**config.mk**
```make
export PLATFORM = sky130hd
export DESIGN_NAME = bcd_convert_arbiter_flat
export DESIGN_NICKNAME = d
export VERILOG_FILES = /design/src/rtl/bcd_convert_arbiter_if.sv /design/src/rtl/bcd_convert_arbiter.sv /design/src/flat_wrapper.sv
export SDC_FILE = /design/constraint.sdc
export NUM_CORES = 1
export LEC_CHECK = 0
export CAP_MARGIN = 20
export CORE_MARGIN = 2
export CORE_UTILIZATION = 46
export DETAILED_ROUTE_END_ITERATION = 10
export GPL_TIMING_DRIVEN = 0
export HOLD_SLACK_MARGIN = 0.05
export PLACE_DENSITY = 0.81
export SLEW_MARGIN = 25
export SYNTH_ARGS = -nofsm -noshare
export SYNTH_HDL_FRONTEND = slang
export SYNTH_SLANG_ARGS = --single-unit
```
**constraint.sdc**
```tcl
create_clock -name i_Clock -period 2.62 [get_ports i_Clock]
set_clock_uncertainty 0.2 [all_clocks]
set_input_delay 0.524 -clock i_Clock [delete_from_list [all_inputs] [get_ports i_Clock]]
set_output_delay 0.524 -clock i_Clock [all_outputs]
set_load 0.05 [all_outputs]
```
**src/rtl/bcd_convert_arbiter_if.sv**
```systemverilog
// Requester and converter signals for the shared BCD converter arbiter.
// slave is the arbiter side, master is the requester/converter side.
`timescale 1ns/1ps
interface bcd_convert_arbiter_if #(
    parameter int INPUT_WIDTH    = 7,
    parameter int DECIMAL_DIGITS = 2,
    parameter int NUM_REQ        = 3
);
    logic [NUM_REQ-1:0]             i_Req;
    logic [NUM_REQ*INPUT_WIDTH-1:0] i_Binary;
    logic [NUM_REQ-1:0]             o_Grant;
    logic [NUM_REQ-1:0]             o_Done;
    logic                           o_Error;
    logic [DECIMAL_DIGITS*4-1:0]    o_BCD;
    logic                           o_Busy;
    logic                           o_Conv_Start;
    logic [INPUT_WIDTH-1:0]         o_Conv_Binary;
    logic                           i_Conv_Done;
    logic [DECIMAL_DIGITS*4-1:0]    i_Conv_BCD;

    modport slave (
        input  i_Req, i_Binary, i_Conv_Done, i_Conv_BCD,
        output o_Grant, o_Done, o_Error, o_BCD,
        output o_Busy, o_Conv_Start, o_Conv_Binary
    );

    modport master (
        output i_Req, i_Binary, i_Conv_Done, i_Conv_BCD,
        input  o_Grant, o_Done, o_Error, o_BCD,
        input  o_Busy, o_Conv_Start, o_Conv_Binary
    );
endinterface

```
**src/rtl/bcd_convert_arbiter.sv**
```systemverilog
// Round-robin sharing of one sequential binary-to-BCD converter
// between several requesters, with a watchdog on each conversion.
`timescale 1ns/1ps
module bcd_convert_arbiter #(
    parameter int INPUT_WIDTH    = 7,
    parameter int DECIMAL_DIGITS = 2,
    parameter int NUM_REQ        = 3,
    parameter int TIMEOUT_CYCLES = 64
) (
    input  logic i_Clock,
    input  logic i_Reset,
    bcd_convert_arbiter_if.slave bus
);
    localparam int BW = DECIMAL_DIGITS * 4;
    localparam int IW = $clog2(NUM_REQ);
    localparam int CW = $clog2(TIMEOUT_CYCLES);

    typedef enum logic [1:0] {
        IDLE, START, WAIT, RESP
    } state_t;

    state_t                 state_q, state_d;
    logic [IW-1:0]          ptr_q, ptr_d;
    logic [IW-1:0]          idx_q, idx_d;
    logic [CW-1:0]          cnt_q, cnt_d;
    logic [NUM_REQ-1:0]     grant_q, grant_d;
    logic [NUM_REQ-1:0]     done_q, done_d;
    logic                   err_q, err_d;
    logic [BW-1:0]          bcd_q, bcd_d;
    logic                   busy_q, busy_d;
    logic                   start_q, start_d;
    logic [INPUT_WIDTH-1:0] bin_q, bin_d;

    logic                   win_vld;
    logic [IW-1:0]          win_idx;

    // First asserted request at or above the pointer, wrapping to 0.
    always_comb begin
        win_vld = 1'b0;
        win_idx = '0;
        for (int i = 0; i < NUM_REQ; i++) begin
            int j;
            j = int'(ptr_q) + i;
            if (j >= NUM_REQ) j = j - NUM_REQ;
            if (!win_vld && bus.i_Req[j]) begin
                win_vld = 1'b1;
                win_idx = IW'(j);
            end
        end
    end

    always_comb begin
        state_d = state_q;
        ptr_d   = ptr_q;
        idx_d   = idx_q;
        cnt_d   = cnt_q;
        grant_d = grant_q;
        done_d  = '0;
        err_d   = err_q;
        bcd_d   = bcd_q;
        start_d = 1'b0;
        bin_d   = bin_q;
        unique case (state_q)
            IDLE: begin
                if (win_vld) begin
                    idx_d   = win_idx;
                    bin_d   = bus.i_Binary[win_idx*INPUT_WIDTH +: INPUT_WIDTH];
                    grant_d = NUM_REQ'(1) << win_idx;
                    start_d = 1'b1;
                    state_d = START;
                end
            end
            START: begin
                cnt_d   = '0;
                state_d = WAIT;
            end
            WAIT: begin
                // A done on the terminal count still counts as success.
                if (bus.i_Conv_Done) begin
                    bcd_d   = bus.i_Conv_BCD;
                    err_d   = 1'b0;
                    done_d  = grant_q;
                    state_d = RESP;
                end else if (cnt_q == CW'(TIMEOUT_CYCLES - 1)) begin
                    bcd_d   = '0;
                    err_d   = 1'b1;
                    done_d  = grant_q;
                    state_d = RESP;
                end else begin
                    cnt_d = cnt_q + 1'b1;
                end
            end
            RESP: begin
                ptr_d   = (idx_q == IW'(NUM_REQ - 1)) ? '0 : idx_q + 1'b1;
                grant_d = '0;
                err_d   = 1'b0;
                state_d = IDLE;
            end
            default: state_d = IDLE;
        endcase
        busy_d = (state_d != IDLE);
    end

    always_ff @(posedge i_Clock or posedge i_Reset) begin
        if (i_Reset) begin
            state_q <= IDLE;
            ptr_q   <= '0;
            idx_q   <= '0;
            cnt_q   <= '0;
            grant_q <= '0;
            done_q  <= '0;
            err_q   <= 1'b0;
            bcd_q   <= '0;
            busy_q  <= 1'b0;
            start_q <= 1'b0;
            bin_q   <= '0;
        end else begin
            state_q <= state_d;
            ptr_q   <= ptr_d;
            idx_q   <= idx_d;
            cnt_q   <= cnt_d;
            grant_q <= grant_d;
            done_q  <= done_d;
            err_q   <= err_d;
            bcd_q   <= bcd_d;
            busy_q  <= busy_d;
            start_q <= start_d;
            bin_q   <= bin_d;
        end
    end

    assign bus.o_Grant       = grant_q;
    assign bus.o_Done        = done_q;
    assign bus.o_Error       = err_q;
    assign bus.o_BCD         = bcd_q;
    assign bus.o_Busy        = busy_q;
    assign bus.o_Conv_Start  = start_q;
    assign bus.o_Conv_Binary = bin_q;
endmodule

```
**src/flat_wrapper.sv**
```systemverilog
// flat-port wrapper written by rule: the top's interface ports become plain ports
module bcd_convert_arbiter_flat 
#(
    parameter int INPUT_WIDTH    = 7,
    parameter int DECIMAL_DIGITS = 2,
    parameter int NUM_REQ        = 3,
    parameter int TIMEOUT_CYCLES = 64
)
  (i_Clock, i_Reset, bus_i_Req, bus_i_Binary, bus_i_Conv_Done, bus_i_Conv_BCD, bus_o_Grant, bus_o_Done, bus_o_Error, bus_o_BCD, bus_o_Busy, bus_o_Conv_Start, bus_o_Conv_Binary);
  bcd_convert_arbiter_if #(.INPUT_WIDTH(INPUT_WIDTH), .DECIMAL_DIGITS(DECIMAL_DIGITS), .NUM_REQ(NUM_REQ)) bus_i ();
  input  logic i_Clock;
  input  logic i_Reset;
  input wire logic [$bits(bus_i.i_Req)-1:0] bus_i_Req;
  input wire logic [$bits(bus_i.i_Binary)-1:0] bus_i_Binary;
  input wire logic [$bits(bus_i.i_Conv_Done)-1:0] bus_i_Conv_Done;
  input wire logic [$bits(bus_i.i_Conv_BCD)-1:0] bus_i_Conv_BCD;
  output wire logic [$bits(bus_i.o_Grant)-1:0] bus_o_Grant;
  output wire logic [$bits(bus_i.o_Done)-1:0] bus_o_Done;
  output wire logic [$bits(bus_i.o_Error)-1:0] bus_o_Error;
  output wire logic [$bits(bus_i.o_BCD)-1:0] bus_o_BCD;
  output wire logic [$bits(bus_i.o_Busy)-1:0] bus_o_Busy;
  output wire logic [$bits(bus_i.o_Conv_Start)-1:0] bus_o_Conv_Start;
  output wire logic [$bits(bus_i.o_Conv_Binary)-1:0] bus_o_Conv_Binary;
  assign bus_i.i_Req = bus_i_Req;
  assign bus_i.i_Binary = bus_i_Binary;
  assign bus_i.i_Conv_Done = bus_i_Conv_Done;
  assign bus_i.i_Conv_BCD = bus_i_Conv_BCD;
  assign bus_o_Grant = bus_i.o_Grant;
  assign bus_o_Done = bus_i.o_Done;
  assign bus_o_Error = bus_i.o_Error;
  assign bus_o_BCD = bus_i.o_BCD;
  assign bus_o_Busy = bus_i.o_Busy;
  assign bus_o_Conv_Start = bus_i.o_Conv_Start;
  assign bus_o_Conv_Binary = bus_i.o_Conv_Binary;
  bcd_convert_arbiter #(.INPUT_WIDTH(INPUT_WIDTH), .DECIMAL_DIGITS(DECIMAL_DIGITS), .NUM_REQ(NUM_REQ), .TIMEOUT_CYCLES(TIMEOUT_CYCLES)) u_core (.i_Clock(i_Clock), .i_Reset(i_Reset), .bus(bus_i));
endmodule
```
==> results.cfg, run 1 <==
[critical_path]
cp.arrival_ps = 2440
critPathSlowestCell = clkdlybuf4s50_1
r2r_slack_ps = 240
crit_fanout = 10
reg2regPathDepth = 6
required_ps = 2590
worstPathCellList = clkdlybuf4s50_1 > and4bb_2 > a31oi_4 > and2_1 > buf_6 > mux2_2
r2r_end = u_core.idx_q[0]
crit_type = in -> reg
cp_top_family = buffers and inverters
crit_path_max_incr_delay_ps = 640
worst-path-buf-inv = 2
critPathCaptureType = register
worstReg2RegStart = u_core.ptr_q[0]
startpoint_type = primary input

[timing]
fmax_mhz = 406
whs_ps = 307
rsz0062_at_grt = no
worst_pin_slew_ps = 745
finalSetupViolations = 0
hold_violations = 0
relSlewSlack_pct = 50.3
drv_slew = 0
timing.final.crit_share_pct = 94.1
finalCriticalPeriod_ps = 2470

[clock_tree]
clkSinkCount = 36
htreeDepth = 2
cts_tree = yes
postCtsHoldBufs = 0
clkTransAtPathRegs_ps = 70
cts_buffers = 5
clk_root_buffer_cell = clkbuf_8
worstSkewPairLatency_ps = 290
clock_path_buffers = 2

[synth]
async_flop_share_pct = 100
synthCells = 181
yosys_warnings = 0
synthesis.nets = 219
synth_seq_cells = 36
synth_area_per_cell_um2 = 10.4
ys_seq_area_share_pct = 47.8
synth_edf_count = 0
ys.flop_type = dfrtp_1
synth_area_mm2 = 0.00188
synth_cell_types = 53

[floorplan]
core_mm2 = 0.00397
die-area_mm2 = 0.00462
pin_count = 59
dieWidth_um = 68.0
start_util_pct = 47.4
fp.dieH_um = 68.0
num_rows = 23

[global_routing]
overflow = 0
grt_pass1_wl_um = 7690
track_usage_pct = 22.3
grt_max_degree = 37
antenna_found_initial = 0
grt_pass1_vias = 1698

[power_and_ir_drop]
peakVddDrop_v = 0.000797
netSwitchingFraction_pct = 47.5
p_leak_nw = 1.08
power_frac_clock_pct = 11.7
p_switching_mw = 1.56
p_per_area_mw_per_mm2 = 1250
p_int_mw = 1.73
power_mw = 3.29
sequentialPowerShare_pct = 27.8
pwr-share-comb_pct = 60.5

[job]
drv_cap = 0

[drt]
ant_nets = 0
wire_per_inst_um = 15.5
drt-total-wl_um = 4620
drt-initial-drc-count = 124
firstDrtPassIters = 4
remaining_drc_errors = 0
via_per_inst = 5.58
via_count = 1664

[final_layout]
drive_gt1_share_pct = 10.5
area_delta_synth_final_pct = 39.9
nNetsFinal = 285
fillers = 327
seq_area_um2 = 901
num_antenna_cells = 0
multiInputGateArea_um2 = 895

[worst_hold_path]
min-delay-start = u_core.bus.o_BCD[2]
min_to = u_core.bus.o_BCD[2]
hold_class = reg -> reg
whs_path_depth = 1

[place]
globalplace.congestion = 0.870
dp_hpwl_um = 3190
port_buffers = 58

[status]
status = finished clean
==> placed cells by master, fill, tap and decap left out, drive strengths merged, types with 2 or more instances in the layout <==
cell type / count
a31oi: 4
or2: 2
o21ai: 11
and2: 4
a21oi: 9
nor2b: 4
clkbuf: 11
nand3: 17
nor4: 2
ha: 3
o22ai: 2
nor3b: 3
a21boi: 2
nand2: 5
nor2: 9
mux2i: 2
clkinv: 3
a41oi: 8
buf: 5
and3: 2
a22o: 10
inv: 10
dfrtp: 36
clkdlybuf4s50: 58
mux2: 2
==> registers in the layout, summed over array words and instances, names as in the netlist <==
name / cells
u_core.cnt_q: 6
u_core.bus.o_BCD: 8
u_core.bus.o_Done: 3
u_core.bus.o_Conv_Start: 1
u_core.state_q: 2
u_core.bus.o_Grant: 3
u_core.bus.o_Conv_Binary: 7
u_core.idx_q: 2
u_core.bus.o_Error: 1
u_core.ptr_q: 2
u_core.bus.o_Busy: 1
==> repair_timing <==
item | 4_1_cts | 5_1_grt
pin swaps | 1 | 0
resized for setup | 0 | 2
setup buffers | 1 | 0
setup endpoints to repair | 10 | 9
hold endpoints to repair | 0 | 0
==> cell type report <==
cell class                 instances  share of cell area (%)
multi-input combinational        125                    34.0
buffer                            10                    2.38
sequential                        36                    34.2
timing repair buffer              59                    22.3
tap                               50                    2.38
clock buffer                       5                    2.61
clock inverter                     3                   0.713
inverter                          10                    1.43
==> worst max-delay path by stage <==
stage	startpoint	to	slack, ps	cells past startpoint
after CTS	bus_i_Req[1]	u_core.idx_q[0]	20	6
final	bus_i_Req[1]	u_core.idx_q[0]	150	6
after global routing	bus_i_Req[1]	u_core.idx_q[0]	70	6
after detailed placement	bus_i_Req[1]	u_core.idx_q[0]	-420	6
after floorplan	u_core.ptr_q[0]	u_core.idx_q[0]	230	7
after global placement	bus_i_Req[1]	u_core.idx_q[0]	-390	6
==> layer usage <==
layer	GRT usage [%]	routed length, um	vias up	share of wire [%]
li1	-	-	812	-
met1	27.9	2020	786	44
met2	35.1	2180	60	47
met3	6.25	355	6	7.7
met4	11.8	63	0	1.4
met5	0	0	-	0
==> power by group through the flow <==
stage	combinational, mW	clock [mW]	sequential [mW]
floorplan	0.844	0	1.45
global placement	1.93	0	0.921
detailed placement	1.96	0	0.924
CTS	1.99	0.399	0.918
global route	2.15	0.426	0.941
finish	1.99	0.385	0.915
==> cell usage after synthesis (3+ instances only) <==
cell type,number,share of area [%]
nand3_1,17,4.5
a21oi_1,9,2.4
nor2b_1,4,1.3
nor2_1,9,1.8
a41oi_1,8,3.7
clkbuf_1,6,1.2
o21ai_0,10,2.7
ha_1,3,2.0
a31oi_1,3,1.0
inv_1,10,2.0
a22o_1,10,4.7
and2_1,4,1.3
dfrtp_1,36,48
nand2_1,5,1.0
nor3b_1,3,1.2
==> stage by stage <==
| stage | utilization [%] | TNS (ps) | cells | setup slack, ps | area [um2] |
|---|---|---|---|---|---|
| 6_report | 66.3 | 0 | 298 | 155 | 2630 |
| 2_1_floorplan | - | 0 | 181 | 227 | 1880 |
| 3_3_place_gp | 63.6 | -3940 | 289 | -393 | 2530 |
| 5_1_grt | 66.3 | 0 | 298 | 66.9 | 2630 |
| 3_5_place_dp | 63.6 | -4310 | 289 | -419 | 2530 |
| 4_1_cts | 66.0 | 0 | 298 | 21.2 | 2620 |
==> cell families after synthesis <==
group                      share of synthesized area, %
DFF                                                47.8
adders and majority gates                          1.99
AOI/OAI and AO/OA                                  24.3
and+or+nand+nor                                    17.8
muxes                                              2.26
buffers and inverters                              5.32
xor gates and xnor gates                          0.465
(Power assumes the default switching activity.)
==> run 2: changes to the inputs <==
--- a/config.mk
+++ b/config.mk
@@ -7,11 +7,12 @@
 export LEC_CHECK = 0
 export CAP_MARGIN = 20
 export CORE_MARGIN = 2
-export CORE_UTILIZATION = 46
+export CORE_UTILIZATION = 48
+export CTS_BUF_LIST = sky130_fd_sc_hd__clkbuf_8
 export DETAILED_ROUTE_END_ITERATION = 10
 export GPL_TIMING_DRIVEN = 0
 export HOLD_SLACK_MARGIN = 0.05
-export PLACE_DENSITY = 0.81
+export PLACE_DENSITY = 0.84
 export SLEW_MARGIN = 25
 export SYNTH_ARGS = -nofsm -noshare
 export SYNTH_HDL_FRONTEND = slang
==> run 2 against run 1 <==
Against the previous run: register-to-register slack about the same; core utilization up 4.6 points; global-route usage shrank 0.71 points; die area is 3.9% lower; largest cell class unchanged; cell count decreased by 0.67%; first-iteration DRC count down 38%; critical path depth is the same; sequential share of layout area is essentially flat; critical endpoint is now u_core.idx_q[1].
==> results.cfg, run 2 (synthesis results as in run 1) <==
[status]
status = finished clean

[drt]
via_per_inst = 5.78
ant_nets = 0
firstDrtPassIters = 4
wire_per_inst_um = 15.0
drt-initial-drc-count = 77
remaining_drc_errors = 0
via_count = 1712
drt-total-wl_um = 4440

[clock_tree]
postCtsHoldBufs = 0
cts_tree = yes
htreeDepth = 2
clock_path_buffers = 2
cts_buffers = 5
clk_root_buffer_cell = clkbuf_8
worstSkewPairLatency_ps = 280
clkSinkCount = 36
clkTransAtPathRegs_ps = 70

[timing]
hold_violations = 0
rsz0062_at_grt = no
relSlewSlack_pct = 52.1
worst_pin_slew_ps = 717
timing.final.crit_share_pct = 92.7
fmax_mhz = 412
whs_ps = 314
finalSetupViolations = 0
drv_slew = 0
finalCriticalPeriod_ps = 2430

[final_layout]
area_delta_synth_final_pct = 40.0
final_cell_mix = clkdlybuf4s50_1 (58), dfrtp_1 (36), nand3_1 (17), o21ai_0 (10), a22o_1 (10)
drive_gt1_share_pct = 10.5
largest_reg_flops = 8
num_antenna_cells = 0
nNetsFinal = 285
final_common_cell = clkdlybuf4s50_1

[global_routing]
use_met1_pct = 28.8
overflow = 0
grt_pass1_vias = 1652
busiest_layer = met2
grt_pass1_wl_um = 7400
met2_usage_pct = 36.1
grt_util_met3_pct = 5.57
track_usage_pct = 21.6
grt_max_degree = 37
antenna_found_initial = 0

[floorplan]
start_util_pct = 50.7
dieWidth_um = 66.6
core_mm2 = 0.00372
pin_count = 59
fp.dieH_um = 66.6
die-area_mm2 = 0.00444
num_rows = 22

[power_and_ir_drop]
power_mw = 3.30
p_leak_nw = 1.07
p_per_area_mw_per_mm2 = 1250
peakVddDrop_v = 0.000754

[critical_path]
critPathSlowestCell = clkdlybuf4s50_1
crit_fanout = 10
critPathCaptureType = register
startpoint_type = primary input
crit_type = in -> reg
cp.arrival_ps = 2400
worstPathCellList = clkdlybuf4s50_1 > and4bb_2 > a31oi_4 > and2_1 > buf_6 > mux2_2
crit_path_max_incr_delay_ps = 630
required_ps = 2590

[job]
drv_cap = 0

[place]
globalplace.congestion = 0.813
dp_hpwl_um = 3130
port_buffers = 58

[worst_hold_path]
hold_class = reg -> reg
run 2: cell count changes in the layout (fill, tap and decap cells not counted):
cell        previous run  this run
clkinv_2               2         0
clkinvlp_4             0         2
run 2: layer usage:
| layer | up-vias | wire (um) |
|---|---|---|
| met5 | - | 0 |
| met4 | 0 | 21 |
| met3 | 2 | 338 |
| met2 | 79 | 2100 |
| met1 | 820 | 1970 |
| li1 | 811 | - |
run 2: layout make-up:
type / instances / area, um2
Clock inverter: 3 / 23.8
Multi-Input combinational cell: 125 / 895
Buffer: 10 / 62.6
Tap cell: 48 / 60.1
Timing Repair Buffer: 59 / 588
Fill cell: 299 / 1080
Sequential cell: 36 / 901
Inverter: 10 / 37.5
Clock buffer: 5 / 68.8
run 2: final timing paths:
check                                     from                   end  slack [ps]  depth (start not counted)
min                        u_core.bus.o_BCD[5]   u_core.bus.o_BCD[5]         310                          1
max                               bus_i_Req[1]       u_core.idx_q[1]         190                          6
max in group asynchronous              i_Reset       u_core.cnt_q[3]        1280                          2
min reg2reg                u_core.bus.o_BCD[5]   u_core.bus.o_BCD[5]         310                          1
max reg2reg                    u_core.ptr_q[0]       u_core.idx_q[1]         240                          7
min in group asynchronous              i_Reset  u_core.bus.o_Done[2]         480                          2
run 2: metrics by stage:
step	cells	area, um2	util [%]	setup TNS (ps)	setup slack, ps
floorplan	181	1880	-	0	227
global route	296	2640	70.9	0	102
CTS	296	2620	70.6	0	63.9
finish	296	2640	70.9	0	191
global placement	287	2520	67.9	-3230	-336
detailed placement	287	2520	67.9	-3700	-370
run 2: repair_timing:
item / in CTS / in global routing
cloned: 0 / 0
buffers inserted: 1 / 0
setup endpoints to repair: 2 / 9
gates resized for setup: 0 / 2
pin swaps: 1 / 0
run 2: critical path: cells and delay by family:
family / cells / cell delay (ps)
AOI/OAI and AO/OA: 1 / 300
and+or+nand+nor: 2 / 490
muxes: 1 / 320
buffers and inverters: 2 / 760
run 2: where the power goes:
part	switching (mW)	total, mW	leakage [nW]	internal [mW]
logic	1.23	1.99	0.578	0.761
clock network	0.201	0.389	0.0404	0.188
registers	0.139	0.918	0.453	0.780
total	1.57	3.30	1.07	1.73
==> run 3: changes to the inputs <==
--- a/config.mk
+++ b/config.mk
@@ -10,7 +10,6 @@
 export CORE_UTILIZATION = 48
 export CTS_BUF_LIST = sky130_fd_sc_hd__clkbuf_8
 export DETAILED_ROUTE_END_ITERATION = 10
-export GPL_TIMING_DRIVEN = 0
 export HOLD_SLACK_MARGIN = 0.05
 export PLACE_DENSITY = 0.84
 export SLEW_MARGIN = 25
==> run 3 against run 2 <==
Against the previous run: cell count increased by 0.34%; die area unchanged; critical endpoint is now u_core.bus.o_Busy; register-to-register slack improved by 30 ps; via count grew 0.18%; critical path type is now reg -> reg; worst setup slack better by 81 ps; largest cell class unchanged; global-route usage up 1.3 points; largest power group unchanged; worst hold slack worse by 1.8 ps; flip-flop and latch count unchanged; first-iteration DRC count grew 110%; critical path depth grew 1; non-clock buffer count rose by 1; sequential share of layout area is 0.065 points lower.
==> results.cfg, run 3 (synthesis results as in run 1) <==
[clock_tree]
clkTransAtPathRegs_ps = 70
cts_resized = 0
htreeDepth = 2
cts_buffers = 5
clock_path_buffers = 2
clkSinkCount = 36
cts_tree = yes
worstSkewPairLatency_ps = 280
cts_setup_buffers = 0
postCtsHoldBufs = 0
clk_root_buffer_cell = clkbuf_8

[final_layout]
largest_reg_flops = 8
nNetsFinal = 286
area_delta_synth_final_pct = 40.3
drive_gt1_share_pct = 12.0
seq_area_um2 = 901
fillers = 283
final_common_cell = clkdlybuf4s50_1
final_cell_mix = clkdlybuf4s50_1 (58), dfrtp_1 (36), nand3_1 (17), inv_1 (12), buf_4 (12)
stdcell_count = 297
num_antenna_cells = 0
multiInputGateArea_um2 = 882
design_area_mm2 = 0.00264

[timing]
relSlewSlack_pct = 55.2
drv_slew = 0
finalCriticalPeriod_ps = 2350
fmax_mhz = 426
hold_violations = 0
setup_tns_ps = 0
setup_slack_ps = 272
worst_pin_slew_ps = 671
finalSetupViolations = 0
timing.final.crit_share_pct = 89.6
rsz0062_at_grt = no

[drt]
ant_nets = 0
drt-total-wl_um = 4740
wire_per_inst_um = 15.9
via_count = 1715
firstDrtPassIters = 4
drt-initial-drc-count = 161
via_per_inst = 5.77
remaining_drc_errors = 0

[floorplan]
die-area_mm2 = 0.00444
num_rows = 22
fp.dieH_um = 66.6
pin_count = 59
core_mm2 = 0.00372
dieWidth_um = 66.6
start_util_pct = 50.7

[power_and_ir_drop]
p_per_area_mw_per_mm2 = 1250
p_leak_nw = 1.11
peakVddDrop_v = 0.000747

[global_routing]
grt_pass1_vias = 1641
antenna_found_initial = 0
grt_pass1_wl_um = 7600
track_usage_pct = 22.9
grt_max_degree = 37
overflow = 0

[place]
dp_slack_ps = 18.4
place_area_mm2 = 0.00255
dp.cells = 289
globalplace.congestion = 0.801
port_buffers = 58
dp_hpwl_um = 3380

[critical_path]
r2r_end = u_core.bus.o_Busy
critPathCaptureType = register
crit_type = reg -> reg
worstPathCellList = inv_1 > ha_1 > nor4bb_2 > a2111oi_4 > and2_1 > buf_4 > or2_2
cp.arrival_ps = 2310
worstReg2RegStart = u_core.ptr_q[0]
reg2regPathDepth = 7
required_ps = 2580
r2r_slack_ps = 270
critPathSlowestCell = nor4bb_2
worst-path-buf-inv = 2
crit_path_max_incr_delay_ps = 440
startpoint_type = register
cp_top_family = simple AND/OR/NAND/NOR gates
crit_fanout = 7

[worst_hold_path]
whs_path_depth = 1
min-delay-start = u_core.bus.o_BCD[7]
min_to = u_core.bus.o_BCD[7]
hold_class = reg -> reg

[status]
status = finished clean

[job]
drv_cap = 0
[run 3: stage by stage]
stage	util [%]	total power, mW	hold slack [ps]
global route	71.1	3.51	331
CTS	71.1	3.32	316
detailed placement	68.7	2.91	290
floorplan	-	2.29	288
global placement	68.7	2.88	288
finish	71.1	3.31	312
[run 3: cell type report]
cell class / count / share of cell area, %
inverters: 10 / 1.42
multi-input cells: 125 / 33.4
flip-flops and latches: 36 / 34.1
clock inverters: 2 / 0.284
repair buffers: 70 / 25.4
well taps: 48 / 2.27
clock buffers: 6 / 3.13
[run 3: worst register-to-register path: cells and delay by family, from the launching register on]
| family | cells | cell delay [ps] |
|---|---|---|
| AO/OA/AOI/OAI | 1 | 100 |
| flip-flops | 1 | 340 |
| buffers and inverters | 2 | 230 |
| AND/OR/NAND/NOR | 3 | 940 |
| adder cells (fa/ha/maj) | 1 | 410 |
[run 3: how the worst max path moves through the flow]
stage	start	endpoint	slack, ps	cells after the start
5_1_grt	u_core.ptr_q[0]	u_core.bus.o_Busy	140	7
6_report	u_core.ptr_q[0]	u_core.bus.o_Busy	270	7
2_1_floorplan	u_core.ptr_q[0]	u_core.idx_q[0]	230	7
3_5_place_dp	bus_i_Req[2]	u_core.bus.o_Busy	20	6
3_3_place_gp	bus_i_Req[2]	u_core.bus.o_Busy	70	6
4_1_cts	u_core.ptr_q[0]	u_core.bus.o_Busy	260	7
[run 3: routing by layer]
layer,GRT usage (%),routed length [um],vias to the layer above
met3,5.24,411,9
met4,8.93,91,0
met1,30.2,2020,805
met2,36.8,2210,91
met5,0,0,-
li1,-,-,810
[run 3: power by group]
part           switching, mW  internal (mW)  total (mW)
combinational           1.14          0.772        1.91
sequential             0.230          0.779        1.01
clock                  0.183          0.206       0.390
total                   1.55           1.76        3.31
